--- config.mk ---
export PLATFORM = sky130hd
export DESIGN_NAME = mem_access_stage
export DESIGN_NICKNAME = d
export VERILOG_FILES = /design/src/rtl/mem_stage_pkg.sv /design/src/rtl/mem_access_stage_exmem_reg.sv /design/src/rtl/mem_access_stage.sv
export SDC_FILE = /design/constraint.sdc
export NUM_CORES = 1
export LEC_CHECK = 0
export BUFFER_PORTS_ARGS = -buffer_cell sky130_fd_sc_hd__buf_2
export CORE_AREA = 5 5 226 228
export CTS_CLUSTER_DIAMETER = 100
export CTS_CLUSTER_SIZE = 10
export DETAILED_ROUTE_END_ITERATION = 6
export DIE_AREA = 0 0 231 233
export PLACE_DENSITY = 0.57
export SLEW_MARGIN = 10
export SYNTH_ARGS = -nofsm -noshare
export SYNTH_HDL_FRONTEND = slang
export SYNTH_SLANG_ARGS = --single-unit
--- constraint.sdc ---
create_clock -name clk -period 2.9 [get_ports clk]
set_input_delay 0.58 -clock clk [delete_from_list [all_inputs] [get_ports clk]]
set_output_delay 0.58 -clock clk [all_outputs]
set_load 0.01 [all_outputs]
--- src/rtl/mem_stage_pkg.sv ---
// Shared types for the memory stage: FSM state encoding, EX/MEM register
// contents, and a helper that derives the stage state from the register.
package mem_stage_pkg;

  localparam int N = 64;

  typedef enum logic [1:0] {
    IDLE = 2'd0,
    EXEC = 2'd1,
    MEM  = 2'd2
  } mem_state_t;

  typedef struct packed {
    logic         valid;
    logic         mem_read;
    logic         mem_write;
    logic         branch;
    logic         zero;
    logic [N-1:0] alu_result;
    logic [N-1:0] write_data;
    logic [N-1:0] pc_branch;
  } exmem_t;

  // The stage state is not stored separately: it is fully implied by what
  // the EX/MEM register currently holds.
  function automatic mem_state_t state_of(input exmem_t r);
    mem_state_t s;
    if (!r.valid) begin
      s = IDLE;
    end else if (r.mem_read || r.mem_write) begin
      s = MEM;
    end else begin
      s = EXEC;
    end
    return s;
  endfunction

endpackage

--- src/rtl/mem_access_stage_exmem_reg.sv ---
// Enabled pipeline register with synchronous clear. The payload type is a
// parameter so the same block can serve the MEM/WB register later.
module exmem_reg
  import mem_stage_pkg::*;
#(
  parameter type T = exmem_t
) (
  input  logic clk,
  input  logic reset,
  input  logic en,
  input  T     d,
  output T     q
);

  // Capture when enabled, hold otherwise, clear on reset.
  always_ff @(posedge clk) begin
    if (reset) begin
      q <= '0;
    end else if (en) begin
      q <= d;
    end else begin
      q <= q;
    end
  end

endmodule

--- src/rtl/mem_access_stage.sv ---
// Memory stage: latches execute results, runs a req/ack data-memory
// handshake for loads/stores, stalls execute while waiting, and hands a
// registered result plus branch decision to writeback.
module mem_access_stage
  import mem_stage_pkg::*;
(
  input  logic         clk,
  input  logic         reset,
  input  logic         valid_E,
  input  logic         MemRead_E,
  input  logic         MemWrite_E,
  input  logic         Branch_E,
  input  logic         zero_E,
  input  logic [N-1:0] aluResult_E,
  input  logic [N-1:0] writeData_E,
  input  logic [N-1:0] PCBranch_E,
  output logic         stall_M,
  output logic         dm_req,
  output logic         dm_we,
  output logic [N-1:0] dm_addr,
  output logic [N-1:0] dm_wdata,
  input  logic [N-1:0] dm_rdata,
  input  logic         dm_ack,
  output logic         valid_M,
  output logic [N-1:0] aluResult_M,
  output logic [N-1:0] readData_M,
  output logic [N-1:0] PCBranch_M,
  output logic         PCSrc_M
);

  exmem_t     ex_s;
  exmem_t     exmem_r;
  mem_state_t state_s;
  logic       stall_s;
  logic       complete_s;

  // Pack execute outputs; a bubble loads an all-empty register.
  always_comb begin
    ex_s = '0;
    if (valid_E) begin
      ex_s.valid      = 1'b1;
      ex_s.mem_read   = MemRead_E;
      ex_s.mem_write  = MemWrite_E;
      ex_s.branch     = Branch_E;
      ex_s.zero       = zero_E;
      ex_s.alu_result = aluResult_E;
      ex_s.write_data = writeData_E;
      ex_s.pc_branch  = PCBranch_E;
    end else begin
      ex_s = '0;
    end
  end

  exmem_reg #(.T(exmem_t)) u_exmem (
    .clk   (clk),
    .reset (reset),
    .en    (~stall_s),
    .d     (ex_s),
    .q     (exmem_r)
  );

  assign state_s = state_of(exmem_r);

  // Decide whether the held instruction finishes this cycle or must stall.
  always_comb begin
    stall_s    = 1'b0;
    complete_s = 1'b0;
    case (state_s)
      IDLE: begin
        stall_s    = 1'b0;
        complete_s = 1'b0;
      end
      EXEC: begin
        stall_s    = 1'b0;
        complete_s = 1'b1;
      end
      MEM: begin
        stall_s    = ~dm_ack;
        complete_s = dm_ack;
      end
      default: begin
        stall_s    = 1'b0;
        complete_s = 1'b0;
      end
    endcase
  end

  // Request fields come straight from the EX/MEM register, so they stay
  // stable for the whole access; load+store together is issued as a write.
  assign stall_M  = stall_s;
  assign dm_req   = (state_s == MEM);
  assign dm_we    = exmem_r.mem_write;
  assign dm_addr  = exmem_r.alu_result;
  assign dm_wdata = exmem_r.write_data;

  // Output register: load on completion, otherwise drop the pulse flags and
  // keep the data fields.
  always_ff @(posedge clk) begin
    if (reset) begin
      valid_M     <= 1'b0;
      aluResult_M <= '0;
      readData_M  <= '0;
      PCBranch_M  <= '0;
      PCSrc_M     <= 1'b0;
    end else if (complete_s) begin
      valid_M     <= 1'b1;
      aluResult_M <= exmem_r.alu_result;
      PCBranch_M  <= exmem_r.pc_branch;
      PCSrc_M     <= exmem_r.branch & exmem_r.zero;
      readData_M  <= (exmem_r.mem_read & ~exmem_r.mem_write) ? dm_rdata : '0;
    end else begin
      valid_M     <= 1'b0;
      PCSrc_M     <= 1'b0;
    end
  end

endmodule

**After elaboration in Yosys (flattened, before gate mapping)**

Index checks and enable logic that the tools add are counted.

- Word-level logic and storage cells: 29
- Bits of input ports: 264
- Flip-flop bits (word level): 391
- Output and inout bits: 325

- Bitwise operators: 5
- Reductions and logical operators: 2
- Mux-type cells: 7
- Eq/ne operators: 2

Operators by type and width:

| kind | number |
|---|---|
| $mux 197 | 1 |
| $mux 64 | 1 |
| $mux 2 | 2 |
| $not 1->1 | 3 |
| $and 1x1->1 | 2 |
| $eq 2x1->1 const B | 1 |
| $eq 2x2->1 const B | 1 |
| $mux 1 | 2 |
| $pmux 1 s2 | 1 |
| $reduce_or 2->1 | 1 |
| $logic_or 1x1->1 | 1 |

**Longest topological paths before layout**

Gate-level depths: netlist (run 1).

- Word-level depth: 7
- Depth in mapped cells: 9
- Depth with buffers taken out: 5

**Hierarchy**

Synthesis (run 1) repeated with hierarchy kept, for this count alone.

- Cells, all modules: 1697
- Area total of the unflattened synthesis: 16849.9 um^2

By module, submodules not included:

| module | instances | sequential area each (um^2) | cells each | area an instance (um^2) |
|---|---|---|---|---|
| mem_access_stage | 1 | 3883.7 | 1062 | 9834.4 |
| exmem_reg | 1 | 3943.8 | 635 | 7015.5 |

**Worst setup path before layout (run 1)**

No wires, ideal clock.

- Path type: input to output
- From: in dm_ack
- To: out stall_M
- Stages: 6
- Data required time: 2320 ps
- Buffers on the path: 4
- Arrival time: 1343 ps
- Setup slack: 977 ps
- Cell sequence: buf_2 -> nand2b_1 -> buf_4 -> buf_6 -> buf_6 -> inv_2

- Longest elaborated chain between the ends: 2

Ends and longest elaborated chain:

| item | RTL line | RTL |
|---|---|---|
| start: declaration | mem_access_stage.sv:23 | `input logic dm_ack,` |
| $not 1->1 | mem_access_stage.sv:78 | `stall_s = ~dm_ack;` |
| $mux 1 | mem_access_stage.sv:68 | `case (state_s)` |
| end: declaration | mem_access_stage.sv:17 | `output logic stall_M,` |

No other way between the ends.

**Worst setup path after layout (run 1)**

- From: reg u_exmem.q[195] in the netlist's numbering
- To: reg u_exmem.q[139] in the netlist's numbering

- Longest elaborated chain between the ends: 5

Ends and longest elaborated chain:

| item | RTL line | RTL |
|---|---|---|
| start: declaration | mem_access_stage_exmem_reg.sv:12 | `output T q` |
| start signal: assignment | mem_access_stage_exmem_reg.sv:22 | `q <= q;` |
| $logic_or 1x1->1 | mem_stage_pkg.sv:30 | `end else if (r.mem_read \|\| r.mem_write) begin` |
| $mux 2 | mem_stage_pkg.sv:30 |  |
| $mux 2 | mem_stage_pkg.sv:28 | `if (!r.valid) begin` |
| $eq 2x2->1 | mem_access_stage.sv:68 |  |
| $mux 1 | mem_access_stage.sv:68 |  |

No other way between the ends.
A chain may end at the register's enable or synchronous reset.

==> impl_metrics.yaml, run 1 <==
run_status:
  outcome: "finished with violations"
  violations: "slew limit"
timing:
  rsz0062_at_grt: "no"
  clock-skew-final_ns: 0.01784
  whs_ns: 0.2360
  fmax_ghz: 0.4514
  worstMarginPinSlew_ns: 1.531
  finalSetupTns_ns: 0
  period_share_pct: 76.40
  slew-limit-headroom_pct: -2.062
  worst_slack_ns: 0.6845
  final-setup-viol-count: 0
  final_max_slew_viol_count: 34
  timing_hold_violations_final: 0
  finalWorstPathRequiredPeriod_ns: 2.215
synthesis:
  synth-compound-area-share_pct: 17.72
  synth_seq_area_share_pct: 49.02
  synth_top_family_by_area: "compound AO/OA/AOI/OAI gates"
  synth.area.top_cells: "sky130_fd_sc_hd__dfxtp_1 (49%), sky130_fd_sc_hd__a41o_1 (8.0%), sky130_fd_sc_hd__mux2i_1 (8.0%)"
  syn-mean-instance-area_um2: 9.894
  synth_xor_area_share_pct: 0
  synth_cell_types: 23
  yosysTopAreaCellShare_pct: 49.02
  count_of_flip_flops_with_a_built_in_enable_after_synthesis: 0
  net_count_synth: 1878
  synth_area_leader_cell: "sky130_fd_sc_hd__dfxtp_1"
  simple_gate_share_of_the_synthesized_area_pct: 13.91
  async_sr_flop_fraction_pct: 0
  synthMuxAreaShare_pct: 8.023
  synth_ff_type: "sky130_fd_sc_hd__dfxtp_1"
  yosysWarnings: 0
  synth.most_common_cell: "sky130_fd_sc_hd__dfxtp_1"
  syn-instance-count: 1614
  top_cells_by_instance_count_after_synthesis: "sky130_fd_sc_hd__dfxtp_1 (391), sky130_fd_sc_hd__nand2_1 (198), sky130_fd_sc_hd__buf_4 (131)"
  postSynthRegisterBits: 391
  synth.cell_area_um2: 15970
  synth-adder-area-share_pct: 0
power_and_ir_drop:
  ir_drop_v: 0.0003762
  cellPowerDensity_nw_per_um2: 592.2
  power.leakage_nw: 9.320
grt:
  grt_usage_pct: 18.77
  globalRoute.busiestLayer: "met2"
  grt_overflow_total: 0
  grt_antenna_before_repair: 16
  grtUsageMet3_pct: 6.004
  grt_pass1_wl_um: 80840
  first_global_vias: 13300
  globalRouteMet2Util_pct: 30.83
  global_route.usage.met1_pct: 23.03
  grt_max_degree: 197
clocking:
  postCtsSetupBuffers: 0
  cts_buffers: 45
  clock_tree.root_cell: "sky130_fd_sc_hd__clkbuf_16"
  cts_hold_repair.buffers: 0
  clk_pin_slew_ns: 0.06
  clock-sinks: 391
  cts_tree: "done"
  clock_tree.htree_level_count: 2
  worstSkewPairLatency_ns: 0.57
  post_cts.resized_instances: 0
  cts_buffer_depth: 3
worst_hold_path:
  hold_path_class: "in -> reg"
worst_setup_path:
  timing_worst_setup_path_type: "reg -> reg"
  startpoint_type: "flip-flop"
  cp.required_ns: 3.34
  critical_path.endpoint_type: "flip-flop"
  path_max_fanout: 196
  critPathArrivalTime_ns: 2.66
  ff2ff_setup_slack_ns: 0.68
job:
  max-cap-violations: 0
placement:
  buffer_ports.inserted: 588
  setup_slack_placement_ns: 0.7920
  place_congestion: 0.8075
  dp.final_hpwl_um: 36470
route:
  detail_route.wl_per_cell_um: 20.88
  drc_errors: 0
  detailedRoute.firstIterationViolations: 792
  totalWireLength_um: 54570
  routed_via_density: 5.199
  final_antenna_violating_net_count: 0
  dr_total_vias: 13590
  1st_pass_router_iterations: 5
die:
  core_area_um2: 48650
  std_cell_rows: 81
  initial_utilization_pct: 32.83
  floorplan.die.width_um: 231
  floorplan.die_area_um2: 53820
  io-pin-count: 589
  die_h_um: 233
final_layout:
  utilization_pct: 40.08
  share_of_layout_cells_above_drive_strength_1_pct: 34.04
  synthToLayoutAreaGrowth_pct: 22.10
  finalNetCount: 2241
[cell type report]
type / count / area, um^2
diodes: 12 / 30.03
clock buffers: 46 / 1130
clock inverters: 4 / 46.29
fillers: 4879 / 29150
inverters: 3 / 18.77
multi-input cells: 920 / 6350
flip-flops and latches: 391 / 7828
well taps: 622 / 778.2
repair buffers: 616 / 3318
[critical path: stages, from the launching register on]
cell	delay, ns
sky130_fd_sc_hd__dfxtp_1	0.39
sky130_fd_sc_hd__o21ai_4	0.22
sky130_fd_sc_hd__buf_12	0.43
sky130_fd_sc_hd__nor3_1	0.14
sky130_fd_sc_hd__a41o_1	0.27
[sequential cells by signal, summed over array words and instances, names as in the netlist]
signal,count
readData_M,64
u_exmem.q,197
PCSrc_M,1
valid_M,1
PCBranch_M,64
aluResult_M,64
[placed cells by master (no fill, tap or decap), drive strengths merged]
| master | instances |
|---|---|
| a21oi | 1 |
| dfxtp | 391 |
| buf | 616 |
| nor2 | 1 |
| a41o | 128 |
| diode | 12 |
| and2 | 1 |
| nor3 | 129 |
| and3 | 1 |
| nand2b | 129 |
| mux2i | 128 |
| o21ai | 69 |
| o21a | 1 |
| nand2 | 198 |
| o2111ai | 68 |
| o21bai | 1 |
| a22o | 64 |
| inv | 7 |
| and3b | 1 |
| clkbuf | 46 |
[per-layer routing]
layer | share of wire [%] | up-vias
met2 | 48 | 456
li1 | - | 6425
met3 | 7.8 | 102
met1 | 41 | 6598
met5 | 0.12 | -
met4 | 3.1 | 10
[kinds of logic after synthesis]
| group | Yosys count |
|---|---|
| DFF | 391 |
| buffers and inverters | 303 |
| muxes | 128 |
| AOI/OAI and AO/OA | 332 |
| and+or+nand+nor | 460 |
[worst paths after layout]
kind | end | depth (start not counted) | from
setup / recovery | u_exmem.q[139] | 4 | u_exmem.q[195]
hold / removal | readData_M[56] | 2 | dm_rdata[56]
setup reg to reg | u_exmem.q[139] | 4 | u_exmem.q[195]
hold reg to reg | PCSrc_M | 2 | u_exmem.q[192]
[power breakdown]
group | leakage, nW | switching [mW] | internal [mW]
Clock | 0.579 | 2.13 | 2.75
Combinational | 5.56 | 0.623 | 0.429
Sequential | 3.18 | 0.0733 | 5.53
[metrics by stage]
| step | instances | area [um^2] | power [mW] |
|---|---|---|---|
| 2_1_floorplan | 1614 | 15970 | 6.382 |
| 3_3_place_gp | 2552 | 18290 | 6.762 |
| 3_5_place_dp | 2552 | 18290 | 6.781 |
| 4_1_cts | 2602 | 19470 | 11.74 |
| 5_1_grt | 2610 | 19490 | 12.03 |
| 6_report | 2614 | 19500 | 11.55 |
Note: power is estimated with default switching activity, not from simulation.
==> run 2: changes to the inputs <==
==> constraint.sdc (replaced) <==
create_clock -name clk -period 2.2 [get_ports clk]
set_input_delay 0.44 -clock clk [delete_from_list [all_inputs] [get_ports clk]]
set_output_delay 0.44 -clock clk [all_outputs]
set_load 0.01 [all_outputs]
==> impl_metrics.yaml, run 2 (synthesis gave the netlist of run 1 again) <==
timing:
  worst_slack_ns: 0.1892
  clock-skew-final_ns: 0.02218
  period_share_pct: 91.40
  finalWorstPathRequiredPeriod_ns: 2.011
  worstMarginPinSlew_ns: 0.7673
  final_max_slew_viol_count: 0
  fmax_ghz: 0.4973
  rsz0062_at_grt: "no"
  slew-limit-headroom_pct: 48.85
  timing_hold_violations_final: 0
  finalSetupTns_ns: 0
  final-setup-viol-count: 0
power_and_ir_drop:
  ir_drop_v: 0.0004486
  cellPowerDensity_nw_per_um2: 783.2
  power.leakage_nw: 9.502
route:
  routed_via_density: 5.229
  dr_total_vias: 13770
  detailedRoute.firstIterationViolations: 870
  totalWireLength_um: 55940
  1st_pass_router_iterations: 5
  detail_route.wl_per_cell_um: 21.24
  final_antenna_violating_net_count: 0
  drc_errors: 0
die:
  io-pin-count: 589
  floorplan.die.width_um: 231
  core_area_um2: 48650
  die_h_um: 233
  floorplan.die_area_um2: 53820
  std_cell_rows: 81
  initial_utilization_pct: 32.83
job:
  max-cap-violations: 0
final_layout:
  commonest_non_fill_non_tap_cell_in_the_layout: "sky130_fd_sc_hd__buf_2"
  synthToLayoutAreaGrowth_pct: 24.36
  layout.cells.most_common_list: "sky130_fd_sc_hd__buf_2 (585), sky130_fd_sc_hd__dfxtp_1 (388), sky130_fd_sc_hd__nand2_1 (198)"
  registers.top_by_ff_count: "u_exmem.q"
  flip_flop_count_of_the_largest_register_after_layout: 197
  finalNetCount: 2261
  share_of_layout_cells_above_drive_strength_1_pct: 34.92
placement:
  buffer_ports.inserted: 588
  setup_slack_placement_ns: 0.3961
  dp.final_hpwl_um: 38350
  place_congestion: 0.8006
grt:
  grt_pass1_wl_um: 83100
  grt_antenna_before_repair: 20
  first_global_vias: 13630
  grt_overflow_total: 0
  grt_usage_pct: 19.35
  grt_max_degree: 130
worst_setup_path:
  startpoint_type: "flip-flop"
  critPathArrivalTime_ns: 1.57
  timing_worst_setup_path_type: "reg -> out"
  path_max_fanout: 5
  critical_path.endpoint_type: "primary output"
  cp.required_ns: 1.76
clocking:
  worstSkewPairLatency_ns: 0.58
  clock_tree.root_cell: "sky130_fd_sc_hd__clkbuf_16"
  cts_buffers: 45
  clock_tree.htree_level_count: 2
  clock-sinks: 391
  cts_hold_repair.buffers: 0
  cts_tree: "done"
  clk_pin_slew_ns: 0.06
  cts_buffer_depth: 3
run_status:
  outcome: "finished clean"
worst_hold_path:
  hold_path_class: "in -> reg"
==> run 2: cell count changes in the layout (fill, tap and decap cells not counted), moves of 2 or more <==
| cell | before | now |
|---|---|---|
| sky130_fd_sc_hd__dfxtp_2 | 0 | 3 |
| sky130_fd_sc_hd__clkbuf_8 | 0 | 2 |
| sky130_fd_sc_hd__dfxtp_1 | 391 | 388 |
| sky130_fd_sc_hd__buf_12 | 12 | 25 |
| sky130_fd_sc_hd__diode_2 | 12 | 10 |
| sky130_fd_sc_hd__buf_4 | 17 | 24 |
==> run 2: metal layers <==
metal | wire, um | GRT usage, % | vias to the layer above
li1 | - | - | 6458
met1 | 22370 | 23.35 | 6665
met2 | 27210 | 32.29 | 512
met3 | 4645 | 6.504 | 119
met4 | 1582 | 6.891 | 18
met5 | 130 | 0 | -
==> run 2: layout make-up <==
| type | count | area [um^2] |
|---|---|---|
| antenna | 10 | 25.02 |
| fill | 4857 | 28790 |
| clock buffer | 48 | 1157 |
| clock inverter | 4 | 67.56 |
| multi-input combinational | 920 | 6350 |
| inverter | 3 | 18.77 |
| tap | 622 | 778.2 |
| sequential | 391 | 7831 |
| timing repair buffer | 636 | 3631 |
==> run 2: worst paths after layout <==
path,cells after the start,slack [ns],from,to
worst min register to register,2,0.44,u_exmem.q[193],PCSrc_M
worst max register to register,5,0.60,u_exmem.q[195],u_exmem.q[38]
worst min-delay path,2,0.08,dm_rdata[53],readData_M[53]
worst max-delay path,5,0.19,u_exmem.q[194],stall_M
==> run 2: power breakdown <==
part	total, mW	internal, mW	leakage [nW]	switching, mW
combinational	1.45	0.614	5.71	0.839
clock	6.71	3.82	0.603	2.89
sequential	7.39	7.29	3.19	0.0980
total	15.6	11.7	9.50	3.83
==> run 2: worst max-delay path: stages (launching register included) <==
cell and delay [ns]:
sky130_fd_sc_hd__dfxtp_2 0.47, sky130_fd_sc_hd__o21ai_4 0.09, sky130_fd_sc_hd__inv_2 0.10, sky130_fd_sc_hd__nand2b_4 0.12
sky130_fd_sc_hd__inv_2 0.08, sky130_fd_sc_hd__buf_2 0.14
==> run 2: timing repair <==
action,4_1_cts,5_1_grt
setup buffers,0,0
gates resized for setup,2,1
endpoints found under the setup margin,1,1
cloned,0,0
==> run 2: per-stage QoR <==
step | cells | area (um^2) | hold slack, ns | util, % | total power [mW]
5_1_grt | 2632 | 19850 | 0.06158 | 40.81 | 16.18
2_1_floorplan | 1614 | 15970 | 0.4144 | - | 8.413
6_report | 2634 | 19860 | 0.08286 | 40.82 | 15.55
3_5_place_dp | 2572 | 18610 | 0.4433 | 38.25 | 9.007
3_3_place_gp | 2572 | 18610 | 0.4407 | 38.25 | 8.981
4_1_cts | 2624 | 19830 | 0.04691 | 40.77 | 15.78
==> run 3: changes to the inputs <==
--- a/config.mk
+++ b/config.mk
@@ -5,13 +5,14 @@
 export SDC_FILE = /design/constraint.sdc
 export NUM_CORES = 1
 export LEC_CHECK = 0
+export ABC_AREA = 1
 export BUFFER_PORTS_ARGS = -buffer_cell sky130_fd_sc_hd__buf_2
-export CORE_AREA = 5 5 226 228
-export CTS_CLUSTER_DIAMETER = 100
+export CORE_AREA = 5 5 223 225
+export CTS_CLUSTER_DIAMETER = 120
 export CTS_CLUSTER_SIZE = 10
 export DETAILED_ROUTE_END_ITERATION = 6
-export DIE_AREA = 0 0 231 233
-export PLACE_DENSITY = 0.57
+export DIE_AREA = 0 0 228 230
+export PLACE_DENSITY = 0.64
 export SLEW_MARGIN = 10
 export SYNTH_ARGS = -nofsm -noshare
 export SYNTH_HDL_FRONTEND = slang
==> impl_metrics.yaml, run 3 <==
run_status:
  outcome: "finished clean"
clocking:
  clk_pin_slew_ns: 0.06
  postCtsSetupBuffers: 0
  clock_tree.htree_level_count: 2
  clock-sinks: 391
  cts_buffer_depth: 3
  cts_buffers: 45
  clock_tree.root_cell: "sky130_fd_sc_hd__clkbuf_16"
  cts_hold_repair.buffers: 0
  cts_tree: "done"
  worstSkewPairLatency_ns: 0.56
  post_cts.resized_instances: 0
route:
  detailroute.wirelength.met3_um: 5035
  routed-wl-met2_um: 28310
  drc_errors: 0
  top_signal_layer_used: "met5"
  final_antenna_violating_net_count: 0
  detailedRoute.firstIterationViolations: 1296
  routedLengthMet1_um: 25330
  detail_route.wl_per_cell_um: 16.58
  totalWireLength_um: 60520
  dr_total_vias: 17940
  1st_pass_router_iterations: 5
  routed_via_density: 4.915
die:
  core_area_um2: 47350
  die_h_um: 230
  floorplan.die.width_um: 228
  floorplan.die_area_um2: 52440
  initial_utilization_pct: 39.10
  std_cell_rows: 80
  io-pin-count: 589
final_layout:
  flip_flop_count_of_the_largest_register_after_layout: 197
  finalNetCount: 3290
  registers.top_by_ff_count: "u_exmem.q"
  postLayoutCellArea_um2: 22010
  commonest_non_fill_non_tap_cell_in_the_layout: "sky130_fd_sc_hd__buf_2"
  share_of_layout_cells_above_drive_strength_1_pct: 22.77
  layout.cells.most_common_list: "sky130_fd_sc_hd__buf_2 (586), sky130_fd_sc_hd__nand2_1 (585), sky130_fd_sc_hd__inv_1 (391)"
  synthToLayoutAreaGrowth_pct: 18.86
synthesis:
  synth_cell_types: 17
  top_cells_by_instance_count_after_synthesis: "sky130_fd_sc_hd__nand2_1 (587), sky130_fd_sc_hd__inv_1 (392), sky130_fd_sc_hd__dfxtp_1 (391)"
  synth.area.top_cells: "sky130_fd_sc_hd__dfxtp_1 (42%), sky130_fd_sc_hd__nand2_1 (12%), sky130_fd_sc_hd__a21oi_1 (8.8%)"
  count_of_flip_flops_with_a_built_in_enable_after_synthesis: 0
  synth.most_common_cell: "sky130_fd_sc_hd__nand2_1"
  postSynthRegisterBits: 391
  synth_area_leader_cell: "sky130_fd_sc_hd__dfxtp_1"
  net_count_synth: 2974
  synth_seq_area_share_pct: 42.28
  yosysWarnings: 0
  syn-mean-instance-area_um2: 6.832
  syn-instance-count: 2710
  async_sr_flop_fraction_pct: 0
  synth.cell_area_um2: 18510
  yosysTopAreaCellShare_pct: 42.28
  synth_ff_type: "sky130_fd_sc_hd__dfxtp_1"
placement:
  dpl_cell_area_um2: 20790
  place_congestion: 0.8300
  buffer_ports.inserted: 588
  dp.final_hpwl_um: 39950
worst_setup_path:
  worst_r2r_endpoint: "u_exmem.q[80]"
  crit_path_cell_trace: "inv_2 -> nand2_8 -> nand3_4 -> inv_1 -> buf_2"
  timing.rr.start: "u_exmem.q[194]"
  worst_r2r_path_depth: 6
  slowest_delay_ns: 0.36
  critPathArrivalTime_ns: 1.54
  ff2ff_setup_slack_ns: 0.44
  library_cell_contributing_the_largest_single_delay_on_the_critical_path: "sky130_fd_sc_hd__dfxtp_1"
  timing_worst_setup_path_type: "reg -> out"
  path_max_fanout: 7
  startpoint_type: "flip-flop"
  critical_path.endpoint_type: "primary output"
  cp.required_ns: 1.76
timing:
  period_share_pct: 90.02
  final-setup-viol-count: 0
  clock-skew-final_ns: 0.02131
  final_max_slew_viol_count: 0
  timing_hold_violations_final: 0
  rsz0062_at_grt: "no"
  slew-limit-headroom_pct: 46.93
  worstMarginPinSlew_ns: 0.7961
  finalWorstPathRequiredPeriod_ns: 1.980
  whs_ns: 0.2055
  finalSetupTns_ns: 0
  fmax_ghz: 0.5050
grt:
  grt_overflow_total: 0
  first_global_vias: 16660
  grt_pass1_wl_um: 93580
  grt_max_degree: 165
  grt_usage_pct: 21.58
  grt_antenna_before_repair: 6
power_and_ir_drop:
  power.leakage_nw: 11.80
  cellPowerDensity_nw_per_um2: 749.4
  ir_drop_v: 0.0004788
worst_hold_path:
  hold_path_end: "u_exmem.q[65]"
  hold_path_class: "in -> reg"
  hold_depth: 5
  worst_hold_startpoint: "writeData_E[1]"
job:
  max-cap-violations: 0
[run 3: layout make-up]
type,instances,area (um^2)
inverter,395,1495
antenna,5,12.51
sequential,391,7831
fill,5028,25340
clock buffer,49,1184
clock inverter,2,17.52
tap,615,769.5
timing repair buffer,630,3546
multi-input combinational,1563,7151
[run 3: worst max path at each step]
stage / end / startpoint / slack (ns) / depth (start not counted)
after floorplan: stall_M / dm_ack / 0.73 / 4
after global placement: u_exmem.q[1] / dm_ack / 0.35 / 6
after detailed placement: u_exmem.q[76] / dm_ack / 0.32 / 6
after CTS: stall_M / u_exmem.q[194] / 0.17 / 5
after global routing: stall_M / u_exmem.q[194] / 0.10 / 5
final: stall_M / u_exmem.q[194] / 0.22 / 5
[run 3: power breakdown]
group          switching, mW  internal (mW)
Combinational           1.46          0.833
Clock                   2.84           3.76
Sequential             0.190           7.42
Total                   4.49           12.0
[run 3: critical path, delay by kind of cell (launching register included)]
| kind | cells | cell delay (ns) |
|---|---|---|
| buffers and inverters | 3 | 0.39 |
| flip-flops | 1 | 0.36 |
| AND/OR/NAND/NOR | 2 | 0.24 |
[run 3: cells by family after synthesis]
| group | count (synthesis) | share of synthesized area, % |
|---|---|---|
| compound gates | 327 | 8.900 |
| simple gates | 1236 | 29.60 |
| buf+inv | 756 | 19.22 |
| flops | 391 | 42.28 |
[run 3: layer usage]
| layer | vias up | track usage (%) |
|---|---|---|
| li1 | 9059 | - |
| met1 | 8134 | 27.38 |
| met2 | 624 | 35.50 |
| met3 | 118 | 6.230 |
| met4 | 4 | 7.166 |
| met5 | - | 0 |
[run 3: metrics by stage]
stage	setup WS, ns	cells	total power [mW]	utilization, %
2_1_floorplan	0.7259	2710	9.228	-
3_3_place_gp	0.3461	3594	10.05	43.92
3_5_place_dp	0.3153	3594	10.06	43.92
4_1_cts	0.1676	3645	16.71	46.45
5_1_grt	0.1029	3648	17.24	46.47
6_report	0.2196	3650	16.49	46.48
